<file path="src/rtl/dma_xfer_ctrl_pkg.sv">
// Shared definitions for the DMA copy sequencer.
//   - dma_xfer_state_e : sequencer state encoding
//   - BEAT_BYTES / PAGE_BYTES / PAGE_BEATS : beat and page geometry
//   - SIZE_64BIT / BE_FULL : fixed request attributes
//   - dma_desc_t : copy descriptor (source, destination, beat count)
package dma_pkg;

  localparam int unsigned BEAT_BYTES = 8;
  localparam int unsigned PAGE_BYTES = 4096;
  // A 4 KiB page holds 512 beats of 8 bytes.
  localparam int unsigned PAGE_BEATS = PAGE_BYTES / BEAT_BYTES;

  localparam logic [2:0] SIZE_64BIT = 3'd3;
  localparam logic [7:0] BE_FULL    = 8'hFF;

  typedef enum logic [2:0] {
    S_IDLE    = 3'd0,
    S_CALC    = 3'd1,
    S_RD_REQ  = 3'd2,
    S_RD_WAIT = 3'd3,
    S_WR_REQ  = 3'd4,
    S_WR_WAIT = 3'd5,
    S_DONE    = 3'd6
  } dma_xfer_state_e;

  typedef struct packed {
    logic [63:0] src;
    logic [63:0] dst;
    logic [15:0] beats;
  } dma_desc_t;

endpackage

</file>
<file path="src/rtl/dma_xfer_ctrl_if.sv">
// Request/response bus between the copy sequencer and dma_axi_adapter.
// Signal names are written from the sequencer's point of view.
//   req_o/type_o/addr_o/we_o/be_o/len_o/size_o/id_o : request fields
//   gnt_i                                           : request accepted
//   valid_i/rid_i                                   : transaction complete + ID
//
// Handshake: a request is presented with req_o=1 and all fields held stable
// until the cycle gnt_i=1; that edge consumes it. Completion is a single
// cycle valid_i=1, attributed to this sequencer only when rid_i matches its
// ID. Only one request is ever in flight.
interface dma_xfer_ctrl_if #(
  parameter int AXI_ADDR_WIDTH = 64,
  parameter int AXI_ID_WIDTH   = 10,
  parameter int AXI_LEN_WIDTH  = 8
);
  logic                      req_o;
  logic                      type_o;
  logic                      gnt_i;
  logic [AXI_ADDR_WIDTH-1:0] addr_o;
  logic                      we_o;
  logic [7:0]                be_o;
  logic [AXI_LEN_WIDTH-1:0]  len_o;
  logic [2:0]                size_o;
  logic [AXI_ID_WIDTH-1:0]   id_o;
  logic                      valid_i;
  logic [AXI_ID_WIDTH-1:0]   rid_i;

  modport master (
    output req_o, type_o, addr_o, we_o, be_o, len_o, size_o, id_o,
    input  gnt_i, valid_i, rid_i
  );

  modport slave (
    input  req_o, type_o, addr_o, we_o, be_o, len_o, size_o, id_o,
    output gnt_i, valid_i, rid_i
  );
endinterface

</file>
<file path="src/rtl/dma_xfer_ctrl_chunk_calc.sv">
// Chunk size calculator: chunk = min(rem, MAX_BEATS, beats left in the
// source page, beats left in the destination page). Purely combinational.
//   src_off_i : source beat offset within its 4 KiB page (addr[11:3])
//   dst_off_i : destination beat offset within its page
//   rem_i     : beats still to copy (non-zero when used)
//   chunk_o   : beats in the next chunk, 1..512
// CNT_WIDTH must be at least 10.
module dma_chunk_calc
  import dma_pkg::*;
#(
  parameter int CNT_WIDTH = 16,
  parameter int MAX_BEATS = 256
) (
  input  logic [8:0]           src_off_i,
  input  logic [8:0]           dst_off_i,
  input  logic [CNT_WIDTH-1:0] rem_i,
  output logic [9:0]           chunk_o
);

  // A chunk can never exceed a page, so the limit is clipped to 512 to fit
  // the 10-bit page arithmetic.
  localparam logic [9:0] MAX_LIM =
    (MAX_BEATS > int'(PAGE_BEATS)) ? 10'(PAGE_BEATS) : 10'(MAX_BEATS);

  logic [9:0] src_room;
  logic [9:0] dst_room;

  // Room is 1..512; an offset of 0 means the whole page is available.
  assign src_room = 10'(PAGE_BEATS) - {1'b0, src_off_i};
  assign dst_room = 10'(PAGE_BEATS) - {1'b0, dst_off_i};

  always_comb begin
    chunk_o = src_room;
    if (dst_room < chunk_o) chunk_o = dst_room;
    if (MAX_LIM < chunk_o)  chunk_o = MAX_LIM;
    if (32'(rem_i) < 32'(chunk_o)) chunk_o = rem_i[9:0];
  end

endmodule

</file>
<file path="src/rtl/dma_xfer_ctrl.sv">
// Descriptor-driven copy sequencer in front of dma_axi_adapter.
// Splits a descriptor into chunks bounded by MAX_BEATS and 4 KiB pages on
// both sides; each chunk is a read burst into the adapter buffer followed by
// a write burst out of it.
//   clk_i, rst_ni               : clock, async active-low reset
//   desc_valid_i/desc_ready_o   : descriptor handshake (ready = idle)
//   desc_src_i/desc_dst_i       : byte addresses, bits [2:0] ignored
//   desc_beats_i                : beats to copy (0 completes immediately)
//   busy_o                      : descriptor in progress
//   done_o                      : one-cycle completion pulse
//   dbg_state_o                 : current sequencer state
//   req_if                      : adapter request bus (master side)
// The interface instance must use the same width parameters as this module.
module dma_xfer_ctrl
  import dma_pkg::*;
#(
  parameter int AXI_ADDR_WIDTH = 64,
  parameter int AXI_ID_WIDTH   = 10,
  parameter int AXI_LEN_WIDTH  = 8,
  parameter int MAX_BEATS      = 256,
  parameter int CNT_WIDTH      = 16,
  parameter int XFER_ID        = 0
) (
  input  logic                      clk_i,
  input  logic                      rst_ni,
  input  logic                      desc_valid_i,
  output logic                      desc_ready_o,
  input  logic [AXI_ADDR_WIDTH-1:0] desc_src_i,
  input  logic [AXI_ADDR_WIDTH-1:0] desc_dst_i,
  input  logic [CNT_WIDTH-1:0]      desc_beats_i,
  output logic                      busy_o,
  output logic                      done_o,
  output dma_xfer_state_e           dbg_state_o,
  dma_xfer_ctrl_if.master           req_if
);

  localparam logic [AXI_ADDR_WIDTH-1:0] BEAT_MASK = ~AXI_ADDR_WIDTH'(BEAT_BYTES - 1);

  dma_xfer_state_e           state_q;
  logic [AXI_ADDR_WIDTH-1:0] src_q, dst_q;
  logic [CNT_WIDTH-1:0]      rem_q;
  logic [9:0]                chunk_q;
  logic                      desc_ready_q, busy_q, done_q;
  logic                      req_q, we_q, type_q;
  logic [AXI_ADDR_WIDTH-1:0] addr_q;
  logic [AXI_LEN_WIDTH-1:0]  len_q;

  logic [9:0]                chunk_d;
  logic                      rsp_match;
  logic                      rd_finish, wr_finish;
  logic [AXI_ADDR_WIDTH-1:0] step;

  dma_chunk_calc #(
    .CNT_WIDTH (CNT_WIDTH),
    .MAX_BEATS (MAX_BEATS)
  ) u_chunk_calc (
    .src_off_i (src_q[11:3]),
    .dst_off_i (dst_q[11:3]),
    .rem_i     (rem_q),
    .chunk_o   (chunk_d)
  );

  assign rsp_match = req_if.valid_i && (req_if.rid_i == AXI_ID_WIDTH'(XFER_ID));

  // A completion arriving in the same cycle as the grant finishes the
  // request phase directly, skipping the wait state.
  assign rd_finish = rsp_match && ((state_q == S_RD_WAIT) ||
                                   (state_q == S_RD_REQ && req_if.gnt_i));
  assign wr_finish = rsp_match && ((state_q == S_WR_WAIT) ||
                                   (state_q == S_WR_REQ && req_if.gnt_i));

  // Byte distance covered by the current chunk; addresses wrap silently.
  assign step = AXI_ADDR_WIDTH'({chunk_q, 3'b000});

  always_ff @(posedge clk_i or negedge rst_ni) begin
    if (!rst_ni) begin
      state_q      <= S_IDLE;
      src_q        <= '0;
      dst_q        <= '0;
      rem_q        <= '0;
      chunk_q      <= '0;
      desc_ready_q <= 1'b1;
      busy_q       <= 1'b0;
      done_q       <= 1'b0;
      req_q        <= 1'b0;
      we_q         <= 1'b0;
      type_q       <= 1'b0;
      addr_q       <= '0;
      len_q        <= '0;
    end else begin
      done_q <= 1'b0;
      unique case (state_q)
        S_IDLE: begin
          if (desc_valid_i) begin
            src_q        <= desc_src_i & BEAT_MASK;
            dst_q        <= desc_dst_i & BEAT_MASK;
            rem_q        <= desc_beats_i;
            desc_ready_q <= 1'b0;
            busy_q       <= 1'b1;
            if (desc_beats_i == '0) begin
              state_q <= S_DONE;
              done_q  <= 1'b1;
            end else begin
              state_q <= S_CALC;
            end
          end
        end
        S_CALC: begin
          // len/type stay valid for both the read and the write of a chunk.
          chunk_q <= chunk_d;
          req_q   <= 1'b1;
          we_q    <= 1'b0;
          addr_q  <= src_q;
          len_q   <= AXI_LEN_WIDTH'(chunk_d - 10'd1);
          type_q  <= (chunk_d == 10'd1);
          state_q <= S_RD_REQ;
        end
        S_RD_REQ, S_RD_WAIT: begin
          if (state_q == S_RD_REQ && req_if.gnt_i) req_q <= 1'b0;
          if (rd_finish) begin
            req_q   <= 1'b1;
            we_q    <= 1'b1;
            addr_q  <= dst_q;
            state_q <= S_WR_REQ;
          end else if (state_q == S_RD_REQ && req_if.gnt_i) begin
            state_q <= S_RD_WAIT;
          end
        end
        S_WR_REQ, S_WR_WAIT: begin
          if (state_q == S_WR_REQ && req_if.gnt_i) req_q <= 1'b0;
          if (wr_finish) begin
            src_q <= src_q + step;
            dst_q <= dst_q + step;
            rem_q <= rem_q - CNT_WIDTH'(chunk_q);
            if (rem_q == CNT_WIDTH'(chunk_q)) begin
              state_q <= S_DONE;
              done_q  <= 1'b1;
            end else begin
              state_q <= S_CALC;
            end
          end else if (state_q == S_WR_REQ && req_if.gnt_i) begin
            state_q <= S_WR_WAIT;
          end
        end
        S_DONE: begin
          state_q      <= S_IDLE;
          busy_q       <= 1'b0;
          desc_ready_q <= 1'b1;
        end
        default: state_q <= S_IDLE;
      endcase
    end
  end

  assign desc_ready_o  = desc_ready_q;
  assign busy_o        = busy_q;
  assign done_o        = done_q;
  assign dbg_state_o   = state_q;

  assign req_if.req_o  = req_q;
  assign req_if.we_o   = we_q;
  assign req_if.type_o = type_q;
  assign req_if.addr_o = addr_q;
  assign req_if.len_o  = len_q;
  assign req_if.be_o   = BE_FULL;
  assign req_if.size_o = SIZE_64BIT;
  assign req_if.id_o   = AXI_ID_WIDTH'(XFER_ID);

endmodule

</file>
<file path="src/flat_wrapper.sv">
// flat-port wrapper written by rule: the top's interface ports become plain ports
module dma_xfer_ctrl_flat import dma_pkg::*;
#(
  parameter int AXI_ADDR_WIDTH = 64,
  parameter int AXI_ID_WIDTH   = 10,
  parameter int AXI_LEN_WIDTH  = 8,
  parameter int MAX_BEATS      = 256,
  parameter int CNT_WIDTH      = 16,
  parameter int XFER_ID        = 0
)
  (clk_i, rst_ni, desc_valid_i, desc_ready_o, desc_src_i, desc_dst_i, desc_beats_i, busy_o, done_o, dbg_state_o, req_if_req_o, req_if_type_o, req_if_addr_o, req_if_we_o, req_if_be_o, req_if_len_o, req_if_size_o, req_if_id_o, req_if_gnt_i, req_if_valid_i, req_if_rid_i);
  dma_xfer_ctrl_if #(.AXI_ADDR_WIDTH(AXI_ADDR_WIDTH), .AXI_ID_WIDTH(AXI_ID_WIDTH), .AXI_LEN_WIDTH(AXI_LEN_WIDTH)) req_if_i ();
  input  logic clk_i;
  input  logic rst_ni;
  input  logic desc_valid_i;
  output logic desc_ready_o;
  input  logic [AXI_ADDR_WIDTH-1:0] desc_src_i;
  input  logic [AXI_ADDR_WIDTH-1:0] desc_dst_i;
  input  logic [CNT_WIDTH-1:0] desc_beats_i;
  output logic busy_o;
  output logic done_o;
  output dma_xfer_state_e dbg_state_o;
  output wire logic [$bits(req_if_i.req_o)-1:0] req_if_req_o;
  output wire logic [$bits(req_if_i.type_o)-1:0] req_if_type_o;
  output wire logic [$bits(req_if_i.addr_o)-1:0] req_if_addr_o;
  output wire logic [$bits(req_if_i.we_o)-1:0] req_if_we_o;
  output wire logic [$bits(req_if_i.be_o)-1:0] req_if_be_o;
  output wire logic [$bits(req_if_i.len_o)-1:0] req_if_len_o;
  output wire logic [$bits(req_if_i.size_o)-1:0] req_if_size_o;
  output wire logic [$bits(req_if_i.id_o)-1:0] req_if_id_o;
  input wire logic [$bits(req_if_i.gnt_i)-1:0] req_if_gnt_i;
  input wire logic [$bits(req_if_i.valid_i)-1:0] req_if_valid_i;
  input wire logic [$bits(req_if_i.rid_i)-1:0] req_if_rid_i;
  assign req_if_req_o = req_if_i.req_o;
  assign req_if_type_o = req_if_i.type_o;
  assign req_if_addr_o = req_if_i.addr_o;
  assign req_if_we_o = req_if_i.we_o;
  assign req_if_be_o = req_if_i.be_o;
  assign req_if_len_o = req_if_i.len_o;
  assign req_if_size_o = req_if_i.size_o;
  assign req_if_id_o = req_if_i.id_o;
  assign req_if_i.gnt_i = req_if_gnt_i;
  assign req_if_i.valid_i = req_if_valid_i;
  assign req_if_i.rid_i = req_if_rid_i;
  dma_xfer_ctrl #(.AXI_ADDR_WIDTH(AXI_ADDR_WIDTH), .AXI_ID_WIDTH(AXI_ID_WIDTH), .AXI_LEN_WIDTH(AXI_LEN_WIDTH), .MAX_BEATS(MAX_BEATS), .CNT_WIDTH(CNT_WIDTH), .XFER_ID(XFER_ID)) u_core (.clk_i(clk_i), .rst_ni(rst_ni), .desc_valid_i(desc_valid_i), .desc_ready_o(desc_ready_o), .desc_src_i(desc_src_i), .desc_dst_i(desc_dst_i), .desc_beats_i(desc_beats_i), .busy_o(busy_o), .done_o(done_o), .dbg_state_o(dbg_state_o), .req_if(req_if_i));
endmodule
</file>
<file path="config.mk">
export PLATFORM = sky130hd
export DESIGN_NAME = dma_xfer_ctrl_flat
export DESIGN_NICKNAME = d
export VERILOG_FILES = /design/src/rtl/dma_xfer_ctrl_pkg.sv /design/src/rtl/dma_xfer_ctrl_if.sv /design/src/rtl/dma_xfer_ctrl_chunk_calc.sv /design/src/rtl/dma_xfer_ctrl.sv /design/src/flat_wrapper.sv
export SDC_FILE = /design/constraint.sdc
export NUM_CORES = 1
export LEC_CHECK = 0
export ABC_CLOCK_PERIOD_IN_PS = 6000
export CORE_ASPECT_RATIO = 0.5
export CORE_MARGIN = 2
export CORE_UTILIZATION = 49
export DETAILED_ROUTE_END_ITERATION = 6
export HOLD_SLACK_MARGIN = 0.03
export PLACE_DENSITY = 0.77
export SYNTH_ARGS = -nofsm -noshare
export SYNTH_HDL_FRONTEND = slang
export SYNTH_SLANG_ARGS = --single-unit
</file>
<file path="constraint.sdc">
create_clock -name clk_i -period 6 [get_ports clk_i]
set_clock_uncertainty 0.2 [all_clocks]
set_input_delay 0.9 -clock clk_i [delete_from_list [all_inputs] [get_ports clk_i]]
set_output_delay 0.9 -clock clk_i [all_outputs]
set_load 0.1 [all_outputs]
</file>
==> impl_metrics.toml, run 1 <==
[synth]
ys_warn_count = 0
synth_cell_types = 81
synth-async-reset-ratio_pct = 100.0
syn_area_per_cell_um2 = 8.426
dominantRegCellSynth = "dfrtp_1"
synth_top_area_share_pct = 36.44
synth.most_common_cell = "dfrtp_1"
synth_edf_count = 0
ys_seq_elements = 227
synthTopCellsByArea = "dfrtp_1 (36%), mux2i_1 (6.8%), o21ai_0 (5.0%)"
synth_common_cells = "dfrtp_1 (226), nand2_1 (198), o21ai_0 (154)"
yosysSeqAreaShare_pct = 36.61
synthCells = 1842
yosys.area.top_type = "dfrtp_1"
syn_area_um2 = 15520

[clock_tree]
cts.sinks = 227
cts-root-buf = "clkbuf_16"
clk-insertion-delay-late_ns = 0.55
htree_num_levels = 1
clk_pin_slew_worst_paths_ns = 0.07
cts_tree = "yes"
cts_buffers = 24
cts_hold_buf = 0
cts_buffer_depth = 3

[power_and_ir_drop]
power_frac_comb_pct = 43.5
power_mw = 6.643
p_sw_share_pct = 41.83
switching_power_mw = 2.779
vdd_ir_drop_max_mv = 0.2183
p_seq_share_pct = 31.6
clock_power_share_pct = 24.9
leakagePower_nw = 8.576
cellPowerDensity_nw_per_um2 = 340.5
intPower_mw = 3.864

[critical_path]
critPathKind = "register to register"
r2r_cells = 28
crit_path_max_incr_delay_ns = 0.44
startpoint_type = "register"
crit_slowest_cell = "or3b_4"
cp-end-kind = "register"
r2r-end = "u_core.req_if.len_o[4]$_DFFE_PN0P_"
worstPathMaxFanout = 10
cp.required_ns = 6.23
cp_data_arrival_time_ns = 5.99
regToRegSetupSlack_ns = 0.24
r2r_start = "u_core.src_q[3]$_DFFE_PN0P_"

[finish]
fill_cells = 2691
syn_to_final_growth_pct = 25.69
fin_util_pct = 62.08
drive_gt1_share_pct = 9.854
fin_nets = 2259

[timing]
slew_violations = 0
tns_ns = 0
fin_crit_sh_pct = 96.00
max_freq_ghz = 0.1736
timing_hold_violations_final = 0
relSlewSlack_pct = 22.26
worstMarginPinSlew_ns = 1.166
fin_ws_ns = 0.2399
fin_crit_ns = 5.760
setup_viol = 0

[floorplanning]
die_w_um = 255.7
die_area_um2 = 33200
rows = 46
core_area_um2 = 31430
boundaryPins = 261
start_util_pct = 49.39
die_h_um = 129.9

[route]
drc = 0
postRouteAntennaNets = 0
drt_iter0_drc = 1398
routedWlPerCell_um = 20.05
drt-total-wl_um = 50060
vias = 15230
drt-pass1-iter-count = 5
vias_per_cell = 6.099

[grt]
grt_max_degree = 146
grt_overflow = 0
grt_pass1_wl_um = 78720
track_usage_pct = 29.49
grt_pass1_vias = 14228
antenna_found_initial = 5

[placement]
portBuffers = 233
routabilityCongestion = 0.9052
dp_hpwl_um = 34390
dp_slack_ns = -0.04550

[worst_hold_path]
hold_path.class = "input pin to async pin"

[job]
maxCapViolations = 0

[run_status]
outcome = "completed"
worst max-delay path: cells and delay by family (launching register included):
family,cells,cell delay (ns)
simple gates,11,1.64
buf+inv,4,0.46
mux,2,0.47
compound gates,6,1.37
flops,1,0.42
xor+xnor,1,0.15
fa+ha+maj,4,0.93
power by group through the flow:
| stage | clock (mW) | sequential, mW | combinational [mW] |
|---|---|---|---|
| after floorplan | 0 | 2.55 | 1.42 |
| after global routing | 1.73 | 2.13 | 3.13 |
| after global placement | 0 | 2.10 | 2.69 |
| after CTS | 1.66 | 2.09 | 2.74 |
| final | 1.65 | 2.10 | 2.89 |
| after detailed placement | 0 | 2.11 | 2.72 |
flip-flops by register name, indices dropped and copies added, names as in the netlist, 3 cells and up:
name	flops
u_core.dbg_state_o	3
u_core.dst_q	61
u_core.chunk_q	10
u_core.req_if.len_o	8
u_core.req_if.addr_o	62
u_core.rem_q	16
u_core.src_q	61
cell type report:
| cell class | count | area, um^2 | share of cell area, % |
|---|---|---|---|
| Multi-Input combinational cell | 1424 | 9279 | 47.56 |
| Sequential cell | 227 | 5682 | 29.12 |
| Timing Repair Buffer | 304 | 2903 | 14.88 |
| Clock buffer | 33 | 725.7 | 3.720 |
| Tap cell | 432 | 540.5 | 2.771 |
| Inverter | 61 | 229.0 | 1.174 |
| Clock inverter | 11 | 137.6 | 0.7055 |
| Antenna cell | 5 | 12.51 | 0.06414 |
through the flow:
stage          hold slack, ns  instance area (um^2)  instances
2_1_floorplan          0.2844                 15660       1862
3_3_place_gp           0.2635                 18430       2442
3_5_place_dp           0.2668                 18430       2442
4_1_cts                0.2294                 19300       2486
5_1_grt                0.2491                 19510       2497
6_report               0.1666                 19510       2497
timing repair:
item | CTS | global route
gates resized for setup | 1 | 33
gates cloned | 0 | 1
setup endpoints to repair | 2 | 13
pin swaps | 0 | 6
buffers inserted | 0 | 5
logic make-up after synthesis:
group	after synthesis	synth area share, %
DFF	227	36.61
muxes	111	7.223
and+or+nand+nor	602	19.21
xor gates and xnor gates	30	1.693
AOI/OAI and AO/OA	600	24.54
buffers and inverters	212	5.861
other	2	0.04839
adders and majority gates	58	4.821
layer usage:
layer	part of all wire, %	track usage (%)	vias to the layer above	wire length (um)
met5	0	0	-	0
met4	3.2	11.32	0	1581
met3	6.5	4.215	96	3241
met2	47	48.43	556	23630
met1	43	40.07	7351	21610
li1	-	-	7227	-
how the worst max path moves through the flow:
stage | startpoint | endpoint | slack, ns | depth (start not counted)
2_1_floorplan | u_core.src_q[6]$_DFFE_PN0P_ | u_core.req_if.len_o[4]$_DFFE_PN0P_ | 0.01 | 28
3_5_place_dp | u_core.src_q[4]$_DFFE_PN0P_ | u_core.req_if.len_o[4]$_DFFE_PN0P_ | -0.05 | 24
5_1_grt | u_core.src_q[3]$_DFFE_PN0P_ | u_core.req_if.len_o[4]$_DFFE_PN0P_ | -0.05 | 28
3_3_place_gp | u_core.src_q[3]$_DFFE_PN0P_ | u_core.req_if.len_o[4]$_DFFE_PN0P_ | -0.02 | 24
6_report | u_core.src_q[3]$_DFFE_PN0P_ | u_core.req_if.len_o[4]$_DFFE_PN0P_ | 0.24 | 28
4_1_cts | u_core.src_q[3]$_DFFE_PN0P_ | u_core.req_if.len_o[4]$_DFFE_PN0P_ | 0.002 | 26
placed cells by master (no fill, tap or decap), types with 29 or more instances in the layout:
cell,count
a21oi_1,141
nor3_1,48
nand2_1,196
dfrtp_1,226
nand4_1,29
o22ai_1,82
clkdlybuf4s50_1,232
nand3_1,57
buf_4,67
nor2_1,106
mux2i_1,101
ha_1,50
inv_1,57
o21ai_0,152
and3_1,42
No activity file was read; power rests on OpenSTA's default activity.
==> run 2, diff against run 1 <==
ABC_CLOCK_PERIOD_IN_PS = 7300   (was 6000)
CORE_UTILIZATION = 55   (was 49)
CTS_CLUSTER_DIAMETER = 150   (was default)
PLACE_DENSITY = 0.82   (was 0.77)
clock period = 7.3 ns   (was 6 ns; I/O delays follow)
==> impl_metrics.toml, run 2 (synthesized netlist as in run 1, its figures left out) <==
[floorplanning]
boundaryPins = 261
die_h_um = 122.8
core_area_um2 = 27710
die_area_um2 = 29660
rows = 43
die_w_um = 241.6
start_util_pct = 56.02

[critical_path]
r2r-end = "u_core.req_if.len_o[4]$_DFFE_PN0P_"
startpoint_type = "register"
cp-startpoint = "u_core.src_q[4]$_DFFE_PN0P_"
regToRegSetupSlack_ns = 0.44
crit_slowest_cell = "or4_1"
cp_data_arrival_time_ns = 7.10
r2r_cells = 25
critPathBufInv = 3
cp-end-kind = "register"
worstPathMaxFanout = 13
r2r_start = "u_core.src_q[4]$_DFFE_PN0P_"
cp.required_ns = 7.54
cp_top_family = "simple AND/OR/NAND/NOR gates"
critPathKind = "register to register"
crit_path_max_incr_delay_ns = 0.73

[grt]
grt_pass1_vias = 13723
grt_max_degree = 146
grt_pass1_wl_um = 74950
grt_overflow = 0
track_usage_pct = 31.44
antenna_found_initial = 6

[clock_tree]
cts_tree = "yes"
clk-insertion-delay-late_ns = 0.56
cts_buffers = 23
cts-root-buf = "clkbuf_16"
clk_pin_slew_worst_paths_ns = 0.07
cts.sinks = 227
htree_num_levels = 1
cts_hold_buf = 0
cts_buffer_depth = 3

[route]
vias_per_cell = 6.304
drt_iter0_drc = 1626
drt-pass1-iter-count = 6
vias = 15074
drc = 0
routedWlPerCell_um = 20.07
drt-total-wl_um = 47980
postRouteAntennaNets = 0

[finish]
fin_util_pct = 67.90
layout_common_cells = "clkdlybuf4s50_1 (232), dfrtp_1 (226), nand2_1 (197)"
fin_nets = 2203
instances_no_fill = 2391
fill_cells = 2257
layout_commonest_cell = "clkdlybuf4s50_1"
largest_register_ffs = 62
syn_to_final_growth_pct = 21.22
drive_gt1_share_pct = 6.041

[worst_hold_path]
min_path_cells = 2
hold_path_end = "u_core.req_if.len_o[2]$_DFFE_PN0P_"
worstHoldStart = "u_core.req_if.len_o[2]$_DFFE_PN0P_"
hold_path.class = "register to register"

[power_and_ir_drop]
cellPowerDensity_nw_per_um2 = 276.0
leakagePower_nw = 8.249
vdd_ir_drop_max_mv = 0.2046

[timing]
timing_hold_violations_final = 0
setup_viol = 0
relSlewSlack_pct = 21.70
rsz0062_at_grt = "no"
worstMarginPinSlew_ns = 1.175
max_freq_ghz = 0.1459
slew_violations = 0
tns_ns = 0
fin_crit_sh_pct = 93.92
fin_crit_ns = 6.856

[placement]
routabilityCongestion = 0.9033
dp_hpwl_um = 32690
portBuffers = 233
place_inst = 2343

[job]
maxCapViolations = 0

[run_status]
outcome = "completed"
==> run 2: cell count changes in the layout (fill, tap and decap cells not counted), sizes merged <==
cell / before / now
buf: 72 / 18
clkbuf: 33 / 29
clkinv: 8 / 5
inv: 61 / 64
bufinv: 3 / 4
clkinvlp: 0 / 1
diode: 5 / 6
mux2: 6 / 5
==> run 2: stage by stage <==
stage / total power, mW / setup WS, ns / hold WS [ns] / area [um^2]
global placement: 3.791 / 0.4846 / 0.2625 / 17950
floorplan: 3.234 / 0.9937 / 0.2844 / 15600
finish: 5.192 / 0.4440 / 0.2753 / 18810
CTS: 5.176 / 0.3564 / 0.2816 / 18790
global route: 5.451 / 0.03473 / 0.2980 / 18810
detailed placement: 3.827 / 0.3966 / 0.2651 / 17950
==> run 2: layout make-up <==
class | instances | area (um^2) | area share, %
Inverter | 61 | 229.0 | 1.217
Timing Repair Buffer | 250 | 2490 | 13.23
Multi-Input combinational cell | 1423 | 9081 | 48.27
Sequential cell | 227 | 5682 | 30.20
Tap cell | 382 | 478.0 | 2.540
Antenna cell | 6 | 15.01 | 0.07980
Clock inverter | 13 | 201.4 | 1.071
Clock buffer | 29 | 638.1 | 3.392
==> run 2: repair_timing <==
item | in CTS | in global routing
setup buffers | 0 | 0
gates resized for setup | 0 | 3
setup endpoints to repair | 0 | 2
==> run 2: worst max-delay path by stage <==
stage,to,slack [ns],cells after the start
final,u_core.req_if.len_o[4]$_DFFE_PN0P_,0.44,25
after detailed placement,u_core.req_if.len_o[4]$_DFFE_PN0P_,0.40,25
after global placement,u_core.req_if.len_o[4]$_DFFE_PN0P_,0.48,25
after global routing,u_core.req_if.len_o[4]$_DFFE_PN0P_,0.03,27
after CTS,u_core.req_if.len_o[4]$_DFFE_PN0P_,0.36,25
after floorplan,u_core.req_if.len_o[4]$_DFFE_PN0P_,0.99,28
==> run 2: where the power goes <==
part / switching [mW] / internal (mW)
clock network: 0.571 / 0.773
logic: 1.35 / 0.756
registers: 0.285 / 1.45
==> run 2: worst reg2reg max path, delay by kind of cell (launching register included) <==
kind / cells / cell delay, ns
DFF: 1 / 0.48
xor gates and xnor gates: 1 / 0.21
AOI/OAI and AO/OA: 7 / 1.54
buffers and inverters: 3 / 0.23
and+or+nand+nor: 8 / 2.22
adders and majority gates: 3 / 0.81
muxes: 3 / 1.06
==> run 2: layer usage <==
layer	up-vias	part of all wire [%]	GRT usage (%)
li1	7104	-	-
met1	7241	44	43.78
met2	630	47	50.23
met3	99	6.7	4.614
met4	0	2.9	11.72
met5	-	0	0
